[src/rtl/cpu_loader.sv]
// rtl/cpu_loader.sv - host-side program loader, run sequencer and DRAM dump engine for the A-RISC cpu
//
// Purpose:
//   Accepts a byte frame from the host (N, BASE, LEN, then N 16-bit instructions, low byte first).
//   It writes the instructions into IRAM, pulses cpu_start and waits for the cpu to go idle or
//   for TIMEOUT cycles to pass. It then streams DRAM[BASE .. BASE+LEN-1] (mod 256) back to the host.
//
// Ports:
//   clk, rst                 clock, synchronous active-high reset
//   s_valid/s_ready/s_data   host input byte stream
//   m_valid/m_ready/m_data   output byte stream of DRAM contents, m_last on final byte
//   iram_we/waddr/wdata      IRAM write port (one instruction per write)
//   cpu_start, cpu_idle      cpu start pulse and idle flag
//   dram_sel, dram_addr      DRAM ownership (1 = loader) and loader read address
//   dram_dout                DRAM read data, one cycle after dram_addr
//   busy, done, err          status: not idle, job-complete pulse, sticky timeout
//   run_cycles               RUN-state cycle count of the last job, saturating
module cpu_loader #(
  parameter int unsigned TIMEOUT = 65535
) (
  input  logic        clk,
  input  logic        rst,
  input  logic        s_valid,
  output logic        s_ready,
  input  logic [7:0]  s_data,
  output logic        m_valid,
  input  logic        m_ready,
  output logic [7:0]  m_data,
  output logic        m_last,
  output logic        iram_we,
  output logic [7:0]  iram_waddr,
  output logic [15:0] iram_wdata,
  output logic        cpu_start,
  input  logic        cpu_idle,
  output logic        dram_sel,
  output logic [7:0]  dram_addr,
  input  logic [7:0]  dram_dout,
  output logic        busy,
  output logic        done,
  output logic        err,
  output logic [15:0] run_cycles
);

  typedef enum logic [3:0] {
    H_NUM, H_BASE, H_LEN, I_LO, I_HI, START, RUN, D_RD, D_WAIT, D_OUT, DONE
  } state_t;

  state_t      state, state_n;
  logic [7:0]  num, base, len, lo, icnt, dcnt;
  logic [15:0] run_cnt;
  logic        s_acc, m_acc;
  logic [15:0] run_inc;
  logic [16:0] run_nxt;
  logic        timeout_hit, idle_ok;

  assign s_acc = s_valid & s_ready;
  assign m_acc = m_valid & m_ready;

  // Saturating RUN counter; the timeout compare uses the post-increment value,
  // so the job leaves RUN after exactly TIMEOUT cycles there.
  assign run_inc     = (run_cnt == 16'hFFFF) ? run_cnt : run_cnt + 16'd1;
  assign run_nxt     = {1'b0, run_cnt} + 17'd1;
  assign timeout_hit = (run_nxt >= 17'(TIMEOUT));
  // cpu_idle may still reflect the previous job on the first RUN cycle.
  assign idle_ok     = cpu_idle && (run_cnt != 16'd0);

  assign busy       = (state != H_NUM);
  assign run_cycles = run_cnt;
  assign iram_waddr = icnt;
  assign iram_wdata = iram_we ? {s_data, lo} : 16'd0;
  assign dram_addr  = base + dcnt;

  always_comb begin
    state_n   = state;
    s_ready   = 1'b0;
    iram_we   = 1'b0;
    cpu_start = 1'b0;
    dram_sel  = 1'b1;
    done      = 1'b0;
    case (state)
      H_NUM: begin
        s_ready = !rst;
        if (s_acc) state_n = H_BASE;
      end
      H_BASE: begin
        s_ready = !rst;
        if (s_acc) state_n = H_LEN;
      end
      H_LEN: begin
        s_ready = !rst;
        if (s_acc) state_n = (num == 8'd0) ? START : I_LO;
      end
      I_LO: begin
        s_ready = !rst;
        if (s_acc) state_n = I_HI;
      end
      I_HI: begin
        s_ready = !rst;
        iram_we = s_acc;
        if (s_acc) state_n = (icnt == num - 8'd1) ? START : I_LO;
      end
      START: begin
        cpu_start = 1'b1;
        dram_sel  = 1'b0;
        state_n   = RUN;
      end
      RUN: begin
        dram_sel = 1'b0;
        if (idle_ok || timeout_hit) state_n = (len == 8'd0) ? DONE : D_RD;
      end
      D_RD:   state_n = D_WAIT;
      D_WAIT: state_n = D_OUT;
      D_OUT: begin
        if (m_acc) state_n = m_last ? DONE : D_RD;
      end
      DONE: begin
        done    = 1'b1;
        state_n = H_NUM;
      end
      default: state_n = H_NUM;
    endcase
  end

  always_ff @(posedge clk) begin
    if (rst) begin
      state   <= H_NUM;
      num     <= 8'd0;
      base    <= 8'd0;
      len     <= 8'd0;
      lo      <= 8'd0;
      icnt    <= 8'd0;
      dcnt    <= 8'd0;
      run_cnt <= 16'd0;
      err     <= 1'b0;
      m_valid <= 1'b0;
      m_data  <= 8'd0;
      m_last  <= 1'b0;
    end else begin
      state <= state_n;
      case (state)
        H_NUM: if (s_acc) begin
          num <= s_data;
          err <= 1'b0;
        end
        H_BASE: if (s_acc) base <= s_data;
        H_LEN: if (s_acc) begin
          len  <= s_data;
          icnt <= 8'd0;
          dcnt <= 8'd0;
        end
        I_LO: if (s_acc) lo <= s_data;
        I_HI: if (s_acc) icnt <= icnt + 8'd1;
        START: run_cnt <= 16'd0;
        RUN: begin
          run_cnt <= run_inc;
          if (!idle_ok && timeout_hit) err <= 1'b1;
        end
        D_WAIT: begin
          m_data  <= dram_dout;
          m_valid <= 1'b1;
          m_last  <= (dcnt == len - 8'd1);
        end
        D_OUT: if (m_acc) begin
          m_valid <= 1'b0;
          m_last  <= 1'b0;
          dcnt    <= dcnt + 8'd1;
        end
        default: ;
      endcase
    end
  end

endmodule

[config.mk]
export PLATFORM = sky130hd
export DESIGN_NAME = cpu_loader
export DESIGN_NICKNAME = d
export VERILOG_FILES = /design/src/rtl/cpu_loader.sv
export SDC_FILE = /design/constraint.sdc
export NUM_CORES = 1
export LEC_CHECK = 0
export CORE_MARGIN = 1
export CORE_UTILIZATION = 35
export CTS_CLUSTER_DIAMETER = 30
export DETAILED_ROUTE_END_ITERATION = 10
export PLACE_DENSITY_LB_ADDON = 0.2
export SETUP_SLACK_MARGIN = 0.05
export SYNTH_ARGS = -nofsm -noshare
export SYNTH_HDL_FRONTEND = slang
export SYNTH_SLANG_ARGS = --single-unit
export TNS_END_PERCENT = 20
[constraint.sdc]
create_clock -name clk -period 4.3 [get_ports clk]
set_input_delay 0.645 -clock clk [delete_from_list [all_inputs] [get_ports clk]]
set_output_delay 0.645 -clock clk [all_outputs]
set_load 0.01 [all_outputs]
Word-level counts from Yosys, hierarchy flattened
Index checks and enable logic that the tools add are counted.
{"block": "word_totals", "in_bits": 21, "regBits": 79}
{"block": "op_classes", "order_cmp": 1, "eq_ne": 22, "n_mux": 31, "n_reduce_logical": 27, "bitwise_logic": 2, "n_addsub": 7}
{"operator": "4-bit one-hot mux with 10 select lines", "count": 1}
{"operator": "4-bit two-way mux", "count": 9}
{"operator": "16-bit two-way mux", "count": 2}
{"operator": "16-bit one-hot mux with 2 select lines", "count": 1}
{"operator": "8-bit one-hot mux with 2 select lines", "count": 2}
{"operator": "8-bit two-way mux", "count": 3}
{"operator": "2-bit != test (second input constant)", "count": 9}
{"operator": "16-bit by 1-bit adder with 17-bit output (second input constant)", "count": 1}
{"operator": "17-bit by 16-bit greater-or-equal comparator with 1-bit output (second input constant)", "count": 1}
{"operator": "16-bit by 1-bit adder with 16-bit output (second input constant)", "count": 1}
{"operator": "8-bit by 1-bit adder with 8-bit output (second input constant)", "count": 2}
{"operator": "16-bit == test (second input constant)", "count": 1}
{"operator": "4-bit by 3-bit == test with 1-bit output (second input constant)", "count": 4}
{"operator": "8-bit == test", "count": 2}
{"operator": "8-bit logical NOT", "count": 2}
{"operator": "16-bit nonzero test", "count": 1}
{"operator": "8-bit by 1-bit subtractor with 8-bit output (second input constant)", "count": 2}
{"operator": "4-bit == test (second input constant)", "count": 3}
{"operator": "2-bit AND reduction", "count": 6}
{"operator": "2-bit nonzero test", "count": 5}
{"operator": "3-bit AND reduction", "count": 3}
{"operator": "8-bit adder", "count": 1}
{"operator": "4-bit by 2-bit == test with 1-bit output (second input constant)", "count": 2}
{"operator": "1-bit two-way mux", "count": 8}
{"operator": "other kinds (12)", "count": 18}

Depth between registers and ports, before layout
Gate-level depths: netlist of the first run.
{"block": "logic_depth", "word_depth": 6, "ltp_mapped": 10, "ltp_nobuf": 9}

Least setup slack after synthesis of the first run
Ideal clock, no wire load.
{"block": "synth_timing", "kind": "flip-flop to flip-flop", "start": "register run_cnt[1] (netlist: run_cycles[1])", "end": "register state[2]", "path_buffers": 1, "period_less_slack_ns": 2.591, "path_slack_ns": 1.709, "arrival_time_ns": 2.459, "stages_incl_launch_ff": 10, "cell_sequence": "dfxtp_1 > ha_1 > buf_4 > nand3_4 > or3_4 > a2111oi_4 > nand4_2 > a311oi_4 > o311a_1 > nor3_1"}
{"block": "synth_via", "elab_chain_cells": 5, "word_cells_on_any_way": 7, "classes_between": "add/sub: 1; order compare: 1; eq/ne: 1; reduce/logical: 4"}
{"element": "start, declared", "line": "50", "source": "logic [15:0] run_cnt;"}
{"element": "start signal, assigned", "line": "155", "source": "run_cnt <= run_inc;"}
{"element": "16-bit by 1-bit adder with 17-bit output or 16-bit nonzero test (tied branches)", "line": "62, 65"}
{"element": "17-bit by 16-bit greater-or-equal comparator with 1-bit output or 1-bit logical AND (tied branches)", "line": "63, 65"}
{"element": "1-bit logical OR (*)", "line": "109", "source": "if (idle_ok || timeout_hit) state_n = (len == 8'd0) ? DONE : D_RD;"}
{"element": "2-bit != test (no source line) (*)"}
{"element": "7-bit AND reduction (no source line) (*)"}
{"element": "end signal, assigned", "line": "139", "source": "state <= state_n;"}
{"element": "end, declared", "line": "48", "source": "state_t state, state_n;"}
Every way passes the cells marked *; elsewhere a longest branch is shown, timed or not.
A chain may end at the register's enable or synchronous reset.

Worst setup path in the final report of the first run
{"block": "layout_timing", "start": "input s_valid", "end": "output iram_wdata[5]"}
{"block": "layout_via", "elab_chain_cells": 3}
{"element": "start, declared", "line": "23", "source": "input logic s_valid,"}
{"element": "1-bit bitwise AND", "line": "56", "source": "assign s_acc = s_valid & s_ready;"}
{"element": "1-bit two-way mux", "line": "80", "source": "case (state)"}
{"element": "16-bit two-way mux", "line": "70", "source": "assign iram_wdata = iram_we ? {s_data, lo} : 16'd0;"}
{"element": "end, declared", "line": "32", "source": "output logic [15:0] iram_wdata,"}
No other way between the ends.

==> results of run 1 <==
synth_stat cells, types with 6 or more instances:
master    instances
a31oi_1           6
o21ai_0          19
mux2i_1          19
nor2_1           63
or3_1            10
nand2_1          75
nand4_1           8
nor4_1            8
a211oi_1          8
a311oi_1          6
nor2b_1           9
a21oi_1          62
clkbuf_1         25
nand3_1          27
xnor2_1          23
and2_1           19
inv_1            22
nand2b_1         12
nor3_1           11
ha_1             15
dfxtp_1          79
and3_1            7
xor2_1           16
registers in the layout, indices dropped and copies added (netlist names):
| name | flops |
|---|---|
| m_last | 1 |
| m_valid | 1 |
| lo | 8 |
| run_cycles | 16 |
| base | 8 |
| len | 8 |
| state | 4 |
| num | 8 |
| dcnt | 8 |
| iram_waddr | 8 |
| err | 1 |
| m_data | 8 |
power breakdown:
group	internal [mW]	leakage [nW]	total, mW	switching (mW)
sequential	0.788	0.638	0.883	0.0952
combinational	0.303	1.33	0.672	0.370
clock	0.527	0.163	0.847	0.320
critical path: cells and delay by family:
kind | cells | cell delay (ns)
buffers and inverters | 3 | 1.48
and+or+nand+nor | 3 | 0.68
metrics by stage:
step,std cells,power (mW),util [%]
floorplan,597,1.32,-
global placement,826,1.55,43.7
detailed placement,826,1.57,43.7
CTS,842,2.42,46.3
global route,842,2.53,46.3
finish,842,2.40,46.3
cell type report:
cell class	instances	area, sq um	share of cell area (%)
clock buffer	10	239	4.02
clock inverter	6	91.3	1.54
inverter	22	82.6	1.39
multi-input combinational	465	2860	48.2
sequential	79	1580	26.6
tap	172	215	3.62
timing repair buffer	88	868	14.6
worst max path at each step:
stage	end	from	slack, ns
floorplan	state[2]	run_cycles[1]	1.71
CTS	iram_wdata[0]	s_valid	0.86
detailed placement	iram_wdata[0]	s_valid	0.87
global placement	iram_wdata[7]	s_valid	0.98
finish	iram_wdata[5]	s_valid	0.86
global route	iram_wdata[6]	s_valid	0.64
kinds of logic (layout without fill, tap and decap cells):
kind of cell    count (synthesis)  after routing  share of synthesized area, %
flops                          79             79                          33.9
simple gates                  266            266                          28.5
buf+inv                        53            126                          4.70
xor+xnor                       39             39                          7.32
mux                            19             19                          4.08
compound gates                124            124                          16.8
fa+ha+maj                      17             17                          4.67
per-layer routing:
metal	part of all wire [%]	global-route usage, %	routed length [um]
met5	0	0	0
met2	49	31.8	6260
met4	1.3	6.41	165
met3	3.8	3.50	494
met1	46	23.8	5950
==> summary.txt, run 1 <==
Run status
  – Status: finished clean

Worst setup path
  – Slowest stage cell, crit path: clkdlybuf4s50_1
  – Crit Path Max Fanout: 24
  – Register-to-register setup slack: 1.25 ns
  – Reg-to-reg endpoint: run_cycles[3]
  – Worst Path Required: 3.65 ns
  – Cell Chain, Critical Path: clkdlybuf4s50_1 > nor2b_1 > nand3_1 > inv_1 > and2_1 > clkdlybuf4s50_1
  – Critical R2R Launch: run_cycles[1]
  – Crit path top cell by count: clkdlybuf4s50_1
  – CP Class: input port to output port
  – CP Capture Type: output port
  – CP peak stage delay: 0.54 ns
  – Worst path arrival time: 2.80 ns
  – R2R depth: 7
  – CP startpoint kind: input port

Flow run
  – Max cap viols: 0

Floorplan
  – Core Area: 12800 sq um
  – Die area: 13800 sq um
  – Chip Height: 117 um
  – Horiz. Die Dim: 117 um
  – Core Rows: 41
  – IO Pins: 86
  – Initial Util: 36.4%

Power
  – PD cells: 404 nW/um^2
  – Static Leak: 2.13 nW
  – Peak VDD IR: 0.183 mV

Synth
  – Cell taking the most area after synthesis: dfxtp_1
  – Synth area leaders: dfxtp_1 (34%), a21oi_1 (6.7%), nand2_1 (6.0%)
  – Avg Inst Size Synth: 7.81 sq um
  – Seq/Total Area, Yosys: 33.9%
  – FF+latch count, synth: 79
  – Cells after Synth: 597
  – Ys flop type: dfxtp_1
  – Yosys top cell area share: 33.9%
  – Post-Syn Nets: 634
  – Async SR Flop Fraction: 0%
  – Number of synthesized flops with an enable pin: 0
  – Yosys warns: 0
  – Distinct cells, synth: 56
  – Mapped Area: 4660 sq um

Placed design
  – Port-buffer cells: 85
  – Post-DP HPWL: 9180 um
  – Place WS: 0.871 ns
  – Post-DP Area: 5610 sq um
  – Routability congestion estimate: 0.851

Route
  – First DRT Iteration DRCs: 214
  – Detail-routed net length per standard cell: 15.3 um
  – Residual DRC: 0
  – Post-Route WL: 12900 um
  – First-pass iteration count of the detailed router: 5
  – Antenna Nets Post-Route: 0
  – Via count: 4438
  – Vias per cell: 5.27

GRT
  – GRT Total Usage: 18.8%
  – Pin count of the biggest net entering global routing: 75
  – Initial antenna violation count: 0
  – Number of global-route vias before repair: 4190
  – GRT overflow: 0
  – First-pass GRT wire length: 21100 um

Clocking
  – Htree depth: 3
  – Number of setup buffers added after CTS: 0
  – CTS root buf: clkbuf_16
  – Clock transition at path regs: 0.06 ns
  – Worst-Skew Late Latency: 0.34 ns
  – CTS buffer count: 9
  – Resized cells post-CTS: 0
  – Clock Sinks: 79
  – CTS tree: built
  – Bufs on Longest Clock Path: 2
  – Hold_buf cts: 0

Cells and area
  – Fin area: 5940 sq um
  – Nets: 702
  – Layout cells sized above 1: 4.18%
  – Commonest cells after routing, fill and taps aside: clkdlybuf4s50_1 (84), dfxtp_1 (79), nand2_1 (75)
  – Antenna fix cells: 0
  – Leading cell type in the layout, fill and taps excluded: clkdlybuf4s50_1
  – # fillers: 1290
  – Area Growth Syn to Fin: 27.4%

Timing
  – Fin worst setup slack: 0.857 ns
  – Setup TNS: 0 ns
  – Final setup violation count: 0
  – Fin crit period: 3.44 ns
  – Worst slew margin: 28.7%
  – Period utilization: 80.1%
  – Worst-Margin Slew: 1.07 ns
  – Fmax: 290 MHz
  – Unrepaired setup endpoints after global routing: no
  – Max-slew violation count: 0
  – Clock Skews: 0.00451 ns
  – Hold Vio Cnt, Final: 0
  – Hold_ws: 0.458 ns

Worst hold path
  – WHS Endpoint: m_data[0]
  – Hold Path Class: flop to flop
  – Hold path start: m_data[0]
  – Hold depth: 2
No activity file was read; power rests on OpenSTA's default activity.
==> inputs of run 2 (changes only) <==
Clock period 4.3 ns to 3.1 ns, I/O delays scaled along.
==> run 2 against run 1 <==
Compared with the run above: clock power grew 36%; global-route usage grew 0.58 points; wire length grew 1.0%; sequential share of layout area decreased by 0.38 points; combinational power grew 47%; die area unchanged; register-to-register slack got worse by 0.94 ns; critical endpoint is now dram_addr[7]; highest routed layer unchanged.
==> summary.txt, run 2 (synthesis results as in run 1) <==
Cells and area
  – Leading cell type in the layout, fill and taps excluded: clkdlybuf4s50_1
  – # fillers: 1279
  – Commonest cells after routing, fill and taps aside: clkdlybuf4s50_1 (82), dfxtp_1 (76), nand2_1 (75)
  – Fin area: 6040 sq um
  – Area Growth Syn to Fin: 29.6%
  – Layout cells sized above 1: 6.60%
  – Antenna fix cells: 0
  – Register area: 1590 sq um
  – Nets: 714
  – Area occupied by multi-input gates: 2870 sq um
  – Finished Layout Cells: 854
  – Largest register FFs: 16

Power
  – Sequential Power Share: 35.9%
  – Clock share of power: 34.5%
  – Switching share of power: 32.6%
  – NetSw: 1.08 mW
  – Peak VDD IR: 0.298 mV
  – Cell-internal power: 2.25 mW
  – PD cells: 551 nW/um^2
  – Gate power share: 29.6%
  – Static Leak: 2.20 nW

Clocking
  – CTS tree: built
  – CTS root buf: clkbuf_16
  – Clock transition at path regs: 0.07 ns
  – Htree depth: 3
  – Bufs on Longest Clock Path: 2
  – Clock Sinks: 79
  – CTS buffer count: 9
  – Worst-Skew Late Latency: 0.35 ns

Placed design
  – Port-buffer cells: 85
  – Post-DP HPWL: 9410 um
  – Routability congestion estimate: 0.850
  – Post-DP Area: 5690 sq um
  – Placed cell count: 837

Floorplan
  – IO Pins: 86
  – Core Rows: 41
  – Chip Height: 117 um
  – Core Area: 12800 sq um
  – Initial Util: 36.4%
  – Horiz. Die Dim: 117 um
  – Die area: 13800 sq um

Worst setup path
  – Cell Chain, Critical Path: ha_1 > a21o_1 > a21oi_2 > o21bai_1 > a21oi_1 > o21ai_0 > xnor2_1 > clkdlybuf4s50_1
  – Crit Path Max Fanout: 6
  – Reg-to-reg endpoint: state[2]
  – Slowest stage cell, crit path: clkdlybuf4s50_1
  – CP Capture Type: output port
  – R2R depth: 8
  – Critical R2R Launch: run_cycles[0]
  – Worst path arrival time: 2.50 ns
  – Crit path launch: dcnt[1]
  – CP peak stage delay: 0.55 ns
  – CP Class: flop to output port
  – Worst Path Required: 2.63 ns
  – Register-to-register setup slack: 0.31 ns
  – CP startpoint kind: flop

Route
  – Antenna Nets Post-Route: 0
  – Detail-routed net length per standard cell: 15.2 um
  – Residual DRC: 0
  – Vias per cell: 5.26
  – First DRT Iteration DRCs: 250
  – Post-Route WL: 13000 um
  – Via count: 4491
  – First-pass iteration count of the detailed router: 5

Timing
  – Fin crit period: 2.96 ns
  – Hold Vio Cnt, Final: 0
  – Max-slew violation count: 0
  – Final setup violation count: 0
  – Period utilization: 95.5%
  – Worst-Margin Slew: 0.727 ns
  – Hold_ws: 0.455 ns
  – Worst slew margin: 51.5%
  – Clock Skews: 0.00828 ns
  – Unrepaired setup endpoints after global routing: yes
  – Setup TNS: 0 ns
  – Fmax: 338 MHz

GRT
  – GRT overflow: 0
  – GRT Total Usage: 19.4%
  – Initial antenna violation count: 0
  – Pin count of the biggest net entering global routing: 70
  – Number of global-route vias before repair: 4332
  – First-pass GRT wire length: 21600 um

Flow run
  – Max cap viols: 0

Worst hold path
  – Hold depth: 2
  – Hold path start: m_data[2]
  – WHS Endpoint: m_data[2]
  – Hold Path Class: flop to flop

Run status
  – Status: finished clean
-- run 2: cell count changes in the layout (fill, tap and decap cells not counted), moves of 2 or more --
cell	delta
dlymetal6s2s_1	+2
clkdlybuf4s50_1	-2
dfxtp_1	-3
dfxtp_2	+3
clkinvlp_4	+2
buf_4	+12
-- run 2: power by group through the flow --
stage,Clock (mW),Combinational [mW],Sequential (mW)
2_1_floorplan,0,0.654,1.18
3_3_place_gp,0,0.974,1.22
3_5_place_dp,0,0.983,1.22
4_1_cts,1.18,0.989,1.20
5_1_grt,1.21,1.09,1.21
6_report,1.15,0.985,1.20
-- run 2: per-stage QoR --
stage	total power, mW	util [%]	worst slack (ns)
final	3.33	47.1	0.138
after global routing	3.52	47.1	-0.0261
after CTS	3.36	46.9	-0.0142
after detailed placement	2.20	44.4	0.213
after global placement	2.19	44.4	0.330
after floorplan	1.84	-	0.509
-- run 2: worst max path at each step --
stage | depth (start not counted) | to | slack, ns
2_1_floorplan | 9 | state[2] | 0.51
3_3_place_gp | 6 | iram_wdata[2] | 0.33
3_5_place_dp | 6 | iram_wdata[13] | 0.21
4_1_cts | 10 | dram_addr[6] | -0.01
5_1_grt | 8 | dram_addr[7] | -0.03
6_report | 8 | dram_addr[7] | 0.14
-- run 2: layout make-up --
type | count | area share, %
multi-input cells | 465 | 47.5
well taps | 172 | 3.56
inverters | 22 | 1.43
clock inverters | 6 | 1.55
flip-flops and latches | 79 | 26.2
repair buffers | 100 | 15.9
clock buffers | 10 | 3.79
-- run 2: timing repair --
| action | 4_1_cts | 5_1_grt |
|---|---|---|
| setup buffers | 0 | 1 |
| hold buffers | 0 | 0 |
| endpoints found under the setup margin | 2 | 9 |
| gates resized for setup | 2 | 6 |
| pin swaps | 0 | 1 |
-- run 2: routing by layer --
layer / track usage, % / share of wire (%) / vias to the layer above
met2: 32.4 / 48 / 113
met5: 0 / 0 / -
met1: 24.5 / 46 / 2102
met3: 3.89 / 3.9 / 20
met4: 7.31 / 1.7 / 0
li1: - / - / 2256
-- run 2: worst max-delay path, delay by kind of cell (launching register included) --
family,cells,cell delay [ns]
AO/OA/AOI/OAI,5,0.82
buffers and inverters,1,0.55
flip-flops,1,0.39
adder cells (fa/ha/maj),1,0.24
XOR/XNOR,1,0.15
